### config.mk
export PLATFORM = sky130hd
export DESIGN_NAME = red_match_sched
export DESIGN_NICKNAME = d
export VERILOG_FILES = /design/src/rtl/red_match_sched.sv
export SDC_FILE = /design/constraint.sdc
export NUM_CORES = 1
export LEC_CHECK = 0
export BUFFER_PORTS_ARGS = -buffer_cell sky130_fd_sc_hd__buf_2
export CORE_UTILIZATION = 45
export CTS_BUF_LIST = sky130_fd_sc_hd__clkbuf_2 sky130_fd_sc_hd__clkbuf_4 sky130_fd_sc_hd__clkbuf_8
export DETAILED_ROUTE_END_ITERATION = 10
export GPL_TIMING_DRIVEN = 0
export PLACE_DENSITY = 0.79
export SYNTH_ARGS = -nofsm -noshare
export SYNTH_HDL_FRONTEND = slang
export SYNTH_SLANG_ARGS = --single-unit
### constraint.sdc
create_clock -name CLK -period 2.06 [get_ports CLK]
set_input_delay 0.309 -clock CLK [delete_from_list [all_inputs] [get_ports CLK]]
set_output_delay 0.309 -clock CLK [all_outputs]
set_load 0.01 [all_outputs]
### src/rtl/red_match_sched.sv
`default_nettype none
// ============================================================================
// Module   : red_match_sched
// Purpose  : Round-robin scheduler sharing one registered proximity
//            comparator among NUM_REQ red-detection channels. The block grants
//            one channel, registers its coordinate pair onto the comparator
//            inputs, waits out the comparator latency, then returns the match
//            bit with a one-cycle DONE pulse on the granted index.
// Ports    : CLK, RESET_N     clock / asynchronous active-low reset
//            REQ              per-channel request level
//            REQ_A, REQ_B     packed per-channel coordinates (DATA_W each)
//            GNT, DONE        one-hot single-cycle pulses
//            RESULT           match bit, valid with DONE, held until next DONE
//            BUSY             high whenever the scheduler is not idle
//            CMP_A, CMP_B     registered comparator operands
//            CMP_EQUAL        comparator match output
// Revision : 1.0 - initial release
// ============================================================================
module red_match_sched #(
    parameter int NUM_REQ     = 4,
    parameter int DATA_W      = 10,
    parameter int CMP_LATENCY = 1
) (
    input  logic                        CLK,
    input  logic                        RESET_N,
    input  logic [NUM_REQ-1:0]          REQ,
    input  logic [NUM_REQ*DATA_W-1:0]   REQ_A,
    input  logic [NUM_REQ*DATA_W-1:0]   REQ_B,
    output logic [NUM_REQ-1:0]          GNT,
    output logic [NUM_REQ-1:0]          DONE,
    output logic                        RESULT,
    output logic                        BUSY,
    output logic [DATA_W-1:0]           CMP_A,
    output logic [DATA_W-1:0]           CMP_B,
    input  logic                        CMP_EQUAL
);

    localparam int IDX_W = (NUM_REQ > 1) ? $clog2(NUM_REQ) : 1;
    localparam int CNT_W = 3;
    localparam logic [CNT_W-1:0] c_lat      = CNT_W'(CMP_LATENCY);
    localparam logic [CNT_W-1:0] c_cnt_one  = CNT_W'(1);
    localparam logic [IDX_W-1:0] c_last_idx = IDX_W'(NUM_REQ - 1);

    typedef enum logic [1:0] {
        ST_IDLE    = 2'd0,
        ST_WAIT    = 2'd1,
        ST_CAPTURE = 2'd2
    } state_t;

    state_t              state_q, state_d;
    logic [IDX_W-1:0]    ptr_q, ptr_d;
    logic [IDX_W-1:0]    idx_q, idx_d;
    logic [CNT_W-1:0]    cnt_q, cnt_d;
    logic [NUM_REQ-1:0]  gnt_q, gnt_d;
    logic [NUM_REQ-1:0]  done_q, done_d;
    logic                result_q, result_d;
    logic [DATA_W-1:0]   cmp_a_q, cmp_a_d;
    logic [DATA_W-1:0]   cmp_b_q, cmp_b_d;

    // Round-robin search: first requester at or above the pointer, wrapping.
    logic                sel_found;
    logic [IDX_W-1:0]    sel_idx;
    logic [IDX_W-1:0]    cand_idx;
    int                  cand_sum;

    always_comb begin
        sel_found = 1'b0;
        sel_idx   = '0;
        cand_idx  = '0;
        cand_sum  = 0;
        for (int k = 0; k < NUM_REQ; k++) begin
            cand_sum = int'(ptr_q) + k;
            if (cand_sum >= NUM_REQ) begin
                cand_sum = cand_sum - NUM_REQ;
            end
            cand_idx = IDX_W'(cand_sum);
            if (!sel_found && REQ[cand_idx]) begin
                sel_found = 1'b1;
                sel_idx   = cand_idx;
            end
        end
    end

    always_comb begin
        state_d  = state_q;
        ptr_d    = ptr_q;
        idx_d    = idx_q;
        cnt_d    = cnt_q;
        gnt_d    = '0;
        done_d   = '0;
        result_d = result_q;
        cmp_a_d  = cmp_a_q;
        cmp_b_d  = cmp_b_q;
        case (state_q)
            ST_IDLE: begin
                if (sel_found) begin
                    // Operands are sampled only here; later input changes are ignored.
                    cmp_a_d = REQ_A[int'(sel_idx)*DATA_W +: DATA_W];
                    cmp_b_d = REQ_B[int'(sel_idx)*DATA_W +: DATA_W];
                    gnt_d   = NUM_REQ'(1) << sel_idx;
                    idx_d   = sel_idx;
                    ptr_d   = (sel_idx == c_last_idx) ? '0 : sel_idx + 1'b1;
                    cnt_d   = c_lat;
                    state_d = ST_WAIT;
                end
            end
            ST_WAIT: begin
                cnt_d = cnt_q - 1'b1;
                if (cnt_q == c_cnt_one) begin
                    state_d = ST_CAPTURE;
                end
            end
            ST_CAPTURE: begin
                // CMP_EQUAL is valid in the cycle leading into this edge.
                result_d = CMP_EQUAL;
                done_d   = NUM_REQ'(1) << idx_q;
                state_d  = ST_IDLE;
            end
            default: begin
                state_d = ST_IDLE;
            end
        endcase
    end

    always_ff @(posedge CLK or negedge RESET_N) begin
        if (!RESET_N) begin
            state_q  <= ST_IDLE;
            ptr_q    <= '0;
            idx_q    <= '0;
            cnt_q    <= '0;
            gnt_q    <= '0;
            done_q   <= '0;
            result_q <= 1'b0;
            cmp_a_q  <= '0;
            cmp_b_q  <= '0;
        end else begin
            state_q  <= state_d;
            ptr_q    <= ptr_d;
            idx_q    <= idx_d;
            cnt_q    <= cnt_d;
            gnt_q    <= gnt_d;
            done_q   <= done_d;
            result_q <= result_d;
            cmp_a_q  <= cmp_a_d;
            cmp_b_q  <= cmp_b_d;
        end
    end

    assign GNT    = gnt_q;
    assign DONE   = done_q;
    assign RESULT = result_q;
    assign BUSY   = (state_q != ST_IDLE);
    assign CMP_A  = cmp_a_q;
    assign CMP_B  = cmp_b_q;

endmodule
`default_nettype wire

# Word level (Yosys, flattened, before mapping)
# Index checks and enable logic that the tools add are counted.
[op_classes] n_addsub=9 mul=1 n_lt_le_gt_ge=8 eq_ne=6 shifts=4 muxes=29 reduce_logical=12
[op_table] op="indexed part select 40 x 32 -> 10 bit" count=1
[op_table] op="indexed part select 40 x 7 -> 10 bit" count=1
[op_table] op="two-way mux 2 bit" count=11
[op_table] op="less-than comparator 2 x 3 -> 1 bit, second input constant" count=4
[op_table] op="two-way mux 4 bit" count=3
[op_table] op=">= comparator 3 bit, second input constant" count=3
[op_table] op="binary-select mux 1 bit (select 2 bit)" count=4
[op_table] op="two-way mux 1 bit" count=8
[op_table] op="left shift 1 x 2 -> 4 bit, first input constant" count=2
[op_table] op="subtractor 2 x 1 -> 2 bit, second input constant" count=4
[op_table] op="adder 2 x 2 -> 3 bit, second input constant" count=2
[op_table] op="case mux 3 bit (2 select lines)" count=1
[op_table] op="AND reduction 2 bit" count=3
[op_table] op="multiplier 2 x 3 -> 5 bit, second input constant" count=1
[op_table] op="equality test 2 bit, second input constant" count=2
[op_table] op="inequality test 2 bit, second input constant" count=2
[op_table] op="case mux 2 bit (2 select lines)" count=1
[op_table] op="nonzero test 2 bit" count=2
[op_table] op="adder 2 x 1 -> 3 bit, second input constant" count=1
[op_table] op="equality test 3 x 1 -> 1 bit, second input constant" count=1
[op_table] op=">= comparator 2 x 3 -> 1 bit, second input constant" count=1
[op_table] op="logical AND 1 bit" count=3
[op_table] op="zero test 1 bit" count=3
[op_table] op="two-way mux 3 bit" count=1
[op_table] op="other kinds (4)" count=4
[word_totals] register_bits=38 inputBits=87 elab_cells=78

# Logic depth before layout (Yosys ltp)
# Gate-level depths: netlist of the first run.
[depth] depth_word=17 ltp_mapped=9

# Worst setup path before layout of the first run
# OpenSTA, ideal clock, no wires.
[synth_timing] path_type="register to register" from="register ptr_q[0]" to="register ptr_q[1]" t_arrival_ps=1497 t_required_ps=1943 path_slack_ps=446 path_stages_with_launch=10 synth_period_minus_slack_ps=1614 path_cell_list="dfrtp_1 nor2b_2 nor2_1 o221ai_1 buf_4 buf_6 inv_1 ha_1 nand2_1 nand2_1"
[synth_via] elab_chain_cells=16
[synth_lines] element="from (decl)" line="51" source="logic [IDX_W-1:0] ptr_q, ptr_d;"
[synth_lines] element="from (signal assigned)" line="138" source="ptr_q <= ptr_d;"
[synth_lines] element="branches (longest 16 deep; another with adder 2 x 1 -> 3 bit)"
# Several ways; the timed one is not identified. The select of a mux whose other input is x is not followed.
# A chain may end at the register's enable or synchronous reset.

# Worst setup path in the final report of the first run
# Ends and elaborated chain as after synthesis.

==> results by group, run 1 <==
Power
  • P_sw: 1.56 mW
  • Clock share of power: 14.3%
  • PD cells: 1380 nW/um^2
  • Combinational Power Share: 52.9%
  • Int Pwr: 2.28 mW
  • Maximum VDD drop: 0.768 mV
  • Switching Share: 40.7%
  • Sequential Power Share: 32.8%
  • Total power: 3.84 mW
  • Leak pwr: 1.55 nW

Global routing
  • Initial antenna violation count: 0
  • Largest net degree at the start of global routing: 39
  • Grt ovf: 0
  • Number of global-route vias before repair: 1710
  • First-pass GRT wire length: 8380 um
  • Global Route Usage Sum: 22.4%

Route
  • Iter 0 DRT Violations: 120
  • Routed len/inst: 14.8 um
  • Detail Route Antenna Nets: 0
  • DRC: 0
  • Vias per cell: 5.27
  • Final WL: 5370 um
  • First-pass detailed-route iteration total: 4
  • Vias: 1909

Timing
  • Worst-margin pin slew: 875 ps
  • Worst setup margin: 241 ps
  • Fin crit period: 1820 ps
  • Setup total negative slack: 0 ps
  • Hold Vio Cnt, Final: 0
  • Fmax: 550 MHz
  • Worst Skew: 6.52 ps
  • Setup-failing EPs final: 0
  • Slew HR: 41.6%
  • Fin crit share: 88.3%
  • Final slew viol count: 0
  • RSZ-0062 raised after global routing: no

Critical path
  • Startpoint Class: register
  • Cell mode on critical path: nand2_1
  • CP Buf/Inv Count: 3
  • Worst r2r path cells: 9
  • Largest stage delay, worst path: 420 ps
  • CP required: 2240 ps
  • CP Class: register to register
  • Slowest cell on crit path: dfrtp_1
  • R2R setup slack: 240 ps
  • R2r endpoint: ptr_q[1]$_DFFE_PN0P_
  • Crit Path Max Fanout: 10
  • CP Capture Type: register
  • CP cell instances: nor2b_2 > nor2_1 > o221ai_1 > buf_4 > buf_6 > inv_1 > ha_1 > nand2_1 > nand2_1
  • R2r startpoint: ptr_q[0]$_DFFE_PN0P_
  • Worst Path Arrival: 2000 ps
  • Worst path top cell family by delay: buffers and inverters

Logic synthesis
  • Synth cell types: 33
  • Flops & latches, synth: 38
  • Top cell type by total area after synthesis: dfrtp_1
  • Synth cell count leaders: mux2i_1 (40), dfrtp_1 (38), nand2_1 (29)
  • Main area contributors after synthesis: dfrtp_1 (46%), mux2i_1 (20%), o221ai_1 (9.0%)
  • Seq/Total Area, Yosys: 46.4%
  • Mean post-synth cell area: 11.0 sq um
  • Most instantiated library cell after synthesis: mux2i_1
  • Yosys warns: 0
  • Post-synth top area share: 46.4%
  • EDFF count, synth: 0
  • Synth Instances: 186
  • Mapped Area: 2050 sq um
  • Top_reg_cell synth: dfrtp_1
  • Ys async rst share: 100%
  • Synth Net Count: 276

Clock tree
  • Clock slew at reported path FFs: 70 ps
  • Num CTS Buffers: 5
  • Root Buffer: clkbuf_8
  • # clock sinks: 38
  • H-tree Lvls: 2
  • Hold Buf Count CTS: 0
  • Post-CTS sizing: 0
  • Max Root-Sink Buffers: 2
  • Latest clock arrival within the worst-skew pair: 290 ps
  • CTS tree: yes
  • Setup bufs post-CTS: 0

Die
  • DIE HEIGHT: 69.5 um
  • Initial Utilization: 47.1%
  • I/O pin count: 117
  • Die W: 69.5 um
  • Core area: 4350 sq um
  • DIE AREA: 4830 sq um
  • Std cell rows: 24

Min path
  • HP Class: input pin to async pin

Finish
  • Area growth syn-to-layout: 36.1%
  • Final nets: 399
  • Share of cells above drive strength 1: 44.5%
  • # diodes: 0

Placement
  • GPL Wtd Cong: 0.743
  • Placement Setup Slack: 226 ps
  • Hpwl dp: 4060 um
  • IO buf count: 116

Flow run
  • MaxCap Viol Count: 0

Run status
  • Status: complete, no violations
worst max path at each step:
stage	from	end	slack, ps	cells after the start
2_1_floorplan	ptr_q[0]$_DFFE_PN0P_	ptr_q[1]$_DFFE_PN0P_	450	9
3_3_place_gp	REQ[0]	ptr_q[1]$_DFFE_PN0P_	280	10
3_5_place_dp	REQ[0]	ptr_q[1]$_DFFE_PN0P_	230	10
4_1_cts	ptr_q[0]$_DFFE_PN0P_	ptr_q[1]$_DFFE_PN0P_	240	9
5_1_grt	ptr_q[0]$_DFFE_PN0P_	ptr_q[1]$_DFFE_PN0P_	140	9
6_report	ptr_q[0]$_DFFE_PN0P_	ptr_q[1]$_DFFE_PN0P_	240	9
area by class of cell:
cell class              count  area [sq um]
plain buffers              12          98.8
clock inverters             1          5.00
multi-input cells         133           988
repair buffers            116           581
clock buffers               7          90.1
fillers                   363          1560
flip-flops and latches     38           951
well taps                  52          65.1
inverters                   3          11.3
layer usage:
layer  global-route usage (%)  part of all wire (%)  vias to the layer above  wire length, um
li1                         -                     -                      924                -
met1                     30.2                    44                      896             2360
met2                     34.7                    48                       75             2600
met3                     4.51                   5.5                       14              293
met4                     10.7                   2.1                        0              115
met5                        0                     0                        -                0
layout by cell type, fill, tap and decap left out, types with 2 or more instances in the layout:
cell      Yosys  final
and2_1        2      2
dfrtp_1      38     38
nand2_1      29     29
ha_1          3      3
inv_1         3      3
nor2_1        8      8
buf_8         3      3
nor2b_1       6      6
clkbuf_8      0      6
buf_2         4    120
a21oi_1       2      2
clkbuf_1      2      2
buf_4         2      2
mux2i_1      40     40
o21ai_0       4      4
nor3_1        2      2
o221ai_1     21     21
worst register-to-register path: stages, from the launching register on:
cell and delay, ps:
dfrtp_1 420, nor2b_2 140, nor2_1 60, o221ai_1 160, buf_4 240, buf_6 190
inv_1 60, ha_1 300, nand2_1 80, nand2_1 60
cell families after synthesis:
family,after synthesis,share of synthesized area [%]
buffers and inverters,15,5.37
AOI/OAI and AO/OA,33,13.1
muxes,41,20.1
xor gates and xnor gates,1,0.427
adders and majority gates,3,1.83
DFF,38,46.4
and+or+nand+nor,55,12.8
stage by stage:
stage	cell area [sq um]	hold WS, ps	utilization, %	std cells
floorplan	2050	13.4	-	186
global placement	2700	456	61.9	354
detailed placement	2700	473	61.9	354
CTS	2790	158	64.1	362
global route	2790	192	64.1	362
finish	2790	124	64.1	362
power groups by stage:
stage / combinational [mW] / sequential (mW) / clock [mW]
2_1_floorplan: 1.27 / 1.37 / 0
3_3_place_gp: 1.98 / 1.26 / 0
3_5_place_dp: 2.04 / 1.27 / 0
4_1_cts: 2.05 / 1.26 / 0.553
5_1_grt: 2.22 / 1.30 / 0.589
6_report: 2.03 / 1.26 / 0.548
sequential cells by signal, indices dropped and copies added, names as in the netlist:
name	count
idx_q	2
state_q	2
CMP_B	10
CMP_A	10
DONE	4
ptr_q	2
cnt_q	3
RESULT	1
GNT	4
(Power assumes the default switching activity.)
==> run 2, diff against run 1 <==
--- a/config.mk
+++ b/config.mk
@@ -11,6 +11,7 @@
 export DETAILED_ROUTE_END_ITERATION = 10
 export GPL_TIMING_DRIVEN = 0
 export PLACE_DENSITY = 0.79
+export SETUP_SLACK_MARGIN = 0.3
 export SYNTH_ARGS = -nofsm -noshare
 export SYNTH_HDL_FRONTEND = slang
 export SYNTH_SLANG_ARGS = --single-unit
==> run 2 against run 1 <==
  * Clock-buffer cell count is the same
  * Critical endpoint unchanged
  * Fmax grew 4.5%
  * Largest power group unchanged
  * Clock power is essentially flat
==> results by group, run 2 (synthesis gave the netlist of run 1 again) <==
Critical path
  • Largest stage delay, worst path: 440 ps
  • CP Capture Type: register
  • Crit Path Max Fanout: 7
  • Worst r2r path cells: 9
  • Worst Path Arrival: 1920 ps
  • Startpoint Class: register
  • CP endpoint: ptr_q[1]$_DFFE_PN0P_
  • Slowest cell on crit path: dfrtp_1
  • CP Class: register to register
  • R2R setup slack: 320 ps
  • R2r startpoint: ptr_q[0]$_DFFE_PN0P_
  • CP required: 2240 ps
  • R2r endpoint: ptr_q[1]$_DFFE_PN0P_
  • Critical Path Stages: 9
  • Worst path top cell family by delay: flip-flops
  • Cell mode on critical path: nand2_1
  • CP cell instances: nor2b_2 > nor2_2 > o221ai_1 > buf_4 > buf_8 > inv_1 > ha_1 > nand2_1 > nand2_1
  • CP startpoint: ptr_q[0]$_DFFE_PN0P_
  • CP Buf/Inv Count: 3

Placement
  • GPL Wtd Cong: 0.743
  • Placed cells: 354
  • IO buf count: 116
  • Hpwl dp: 4060 um

Timing
  • Worst-margin pin slew: 878 ps
  • Hold Vio Cnt, Final: 0
  • RSZ-0062 raised after global routing: yes
  • Setup-failing EPs final: 0
  • Slew HR: 41.5%
  • Fmax: 574 MHz
  • Final slew viol count: 0
  • Hold slack: 126 ps
  • Setup total negative slack: 0 ps
  • Fin crit share: 84.5%
  • Fin crit period: 1740 ps
  • Worst Skew: 4.30 ps

Power
  • PD cells: 1400 nW/um^2
  • Maximum VDD drop: 0.857 mV
  • Int Pwr: 2.47 mW
  • Clock share of power: 13.3%
  • Sequential Power Share: 30.8%
  • Leak pwr: 1.61 nW
  • Switching Share: 39.9%
  • Total power: 4.11 mW
  • P_sw: 1.64 mW
  • Combinational Power Share: 55.9%

Global routing
  • Initial antenna violation count: 0
  • Global Route Usage Sum: 23.0%
  • Largest net degree at the start of global routing: 39
  • Number of global-route vias before repair: 1760
  • First-pass GRT wire length: 8560 um
  • Grt ovf: 0

Route
  • Final WL: 5710 um
  • Vias per cell: 5.22
  • Vias: 1959
  • Detail Route Antenna Nets: 0
  • Iter 0 DRT Violations: 126
  • First-pass detailed-route iteration total: 4
  • DRC: 0
  • Routed len/inst: 15.2 um

Die
  • DIE AREA: 4830 sq um
  • Core area: 4350 sq um
  • Initial Utilization: 47.1%
  • Die W: 69.5 um
  • DIE HEIGHT: 69.5 um
  • Std cell rows: 24
  • I/O pin count: 117

Finish
  • Most frequent cells in the layout: buf_2 (120), dfrtp_1 (38), mux2i_1 (34)
  • Final Non-Filler Cells: 375
  • # diodes: 0
  • Final nets: 412
  • Area growth syn-to-layout: 43.3%
  • Commonest non-fill, non-tap cell in the layout: buf_2
  • Share of cells above drive strength 1: 49.5%

Clock tree
  • Num CTS Buffers: 5
  • Root Buffer: clkbuf_8
  • Latest clock arrival within the worst-skew pair: 290 ps
  • Max Root-Sink Buffers: 2
  • Hold Buf Count CTS: 0
  • Clock slew at reported path FFs: 70 ps
  • H-tree Lvls: 2
  • CTS tree: yes
  • # clock sinks: 38

Run status
  • Status: complete, no violations

Flow run
  • MaxCap Viol Count: 0

Min path
  • HP Class: input pin to async pin
==> run 2: stage by stage <==
step                      worst slack, ps  utilization (%)  area, sq um
final                                 319             67.4         2940
after detailed placement              226             61.9         2700
after global placement                283             61.9         2700
after floorplan                       446                -         2050
after global routing                  221             67.4         2940
after CTS                             316             65.3         2840
==> run 2: cell type report <==
cell class | count | area [sq um]
Clock inverter | 1 | 5.00
Clock buffer | 7 | 90.1
Sequential cell | 38 | 951
Buffer | 12 | 104
Multi-Input combinational cell | 133 | 1020
Tap cell | 52 | 65.1
Timing Repair Buffer | 129 | 694
Fill cell | 344 | 1420
Inverter | 3 | 11.3
==> run 2: repair_timing <==
action,CTS,global route
endpoints found under the setup margin,1,20
pin swaps,0,10
buffers inserted,5,8
resized for setup,1,11
==> run 2: metal layers <==
| metal | share of wire (%) | global-route usage [%] | vias up | wire (um) |
|---|---|---|---|---|
| met4 | 2.0 | 10.7 | 0 | 114 |
| met1 | 43 | 30.2 | 942 | 2440 |
| met5 | 0 | 0 | - | 0 |
| met2 | 51 | 36.7 | 61 | 2900 |
| met3 | 4.5 | 4.51 | 11 | 256 |
| li1 | - | - | 945 | - |
==> run 2: worst min path at each step <==
stage | startpoint | endpoint | slack (ps)
floorplan | RESET_N | CMP_A[0]$_DFFE_PN0P_ | 10
global placement | RESET_N | CMP_A[2]$_DFFE_PN0P_ | 460
detailed placement | RESET_N | CMP_A[2]$_DFFE_PN0P_ | 470
CTS | RESET_N | DONE[2]$_DFF_PN0_ | 160
global route | RESET_N | DONE[2]$_DFF_PN0_ | 190
finish | RESET_N | RESULT$_DFFE_PN0P_ | 130
==> run 2: power groups by stage <==
stage	combinational, mW	sequential [mW]	clock (mW)
2_1_floorplan	1.27	1.37	0
3_3_place_gp	1.98	1.26	0
3_5_place_dp	2.04	1.27	0
4_1_cts	2.14	1.26	0.553
5_1_grt	2.49	1.30	0.589
6_report	2.30	1.27	0.545
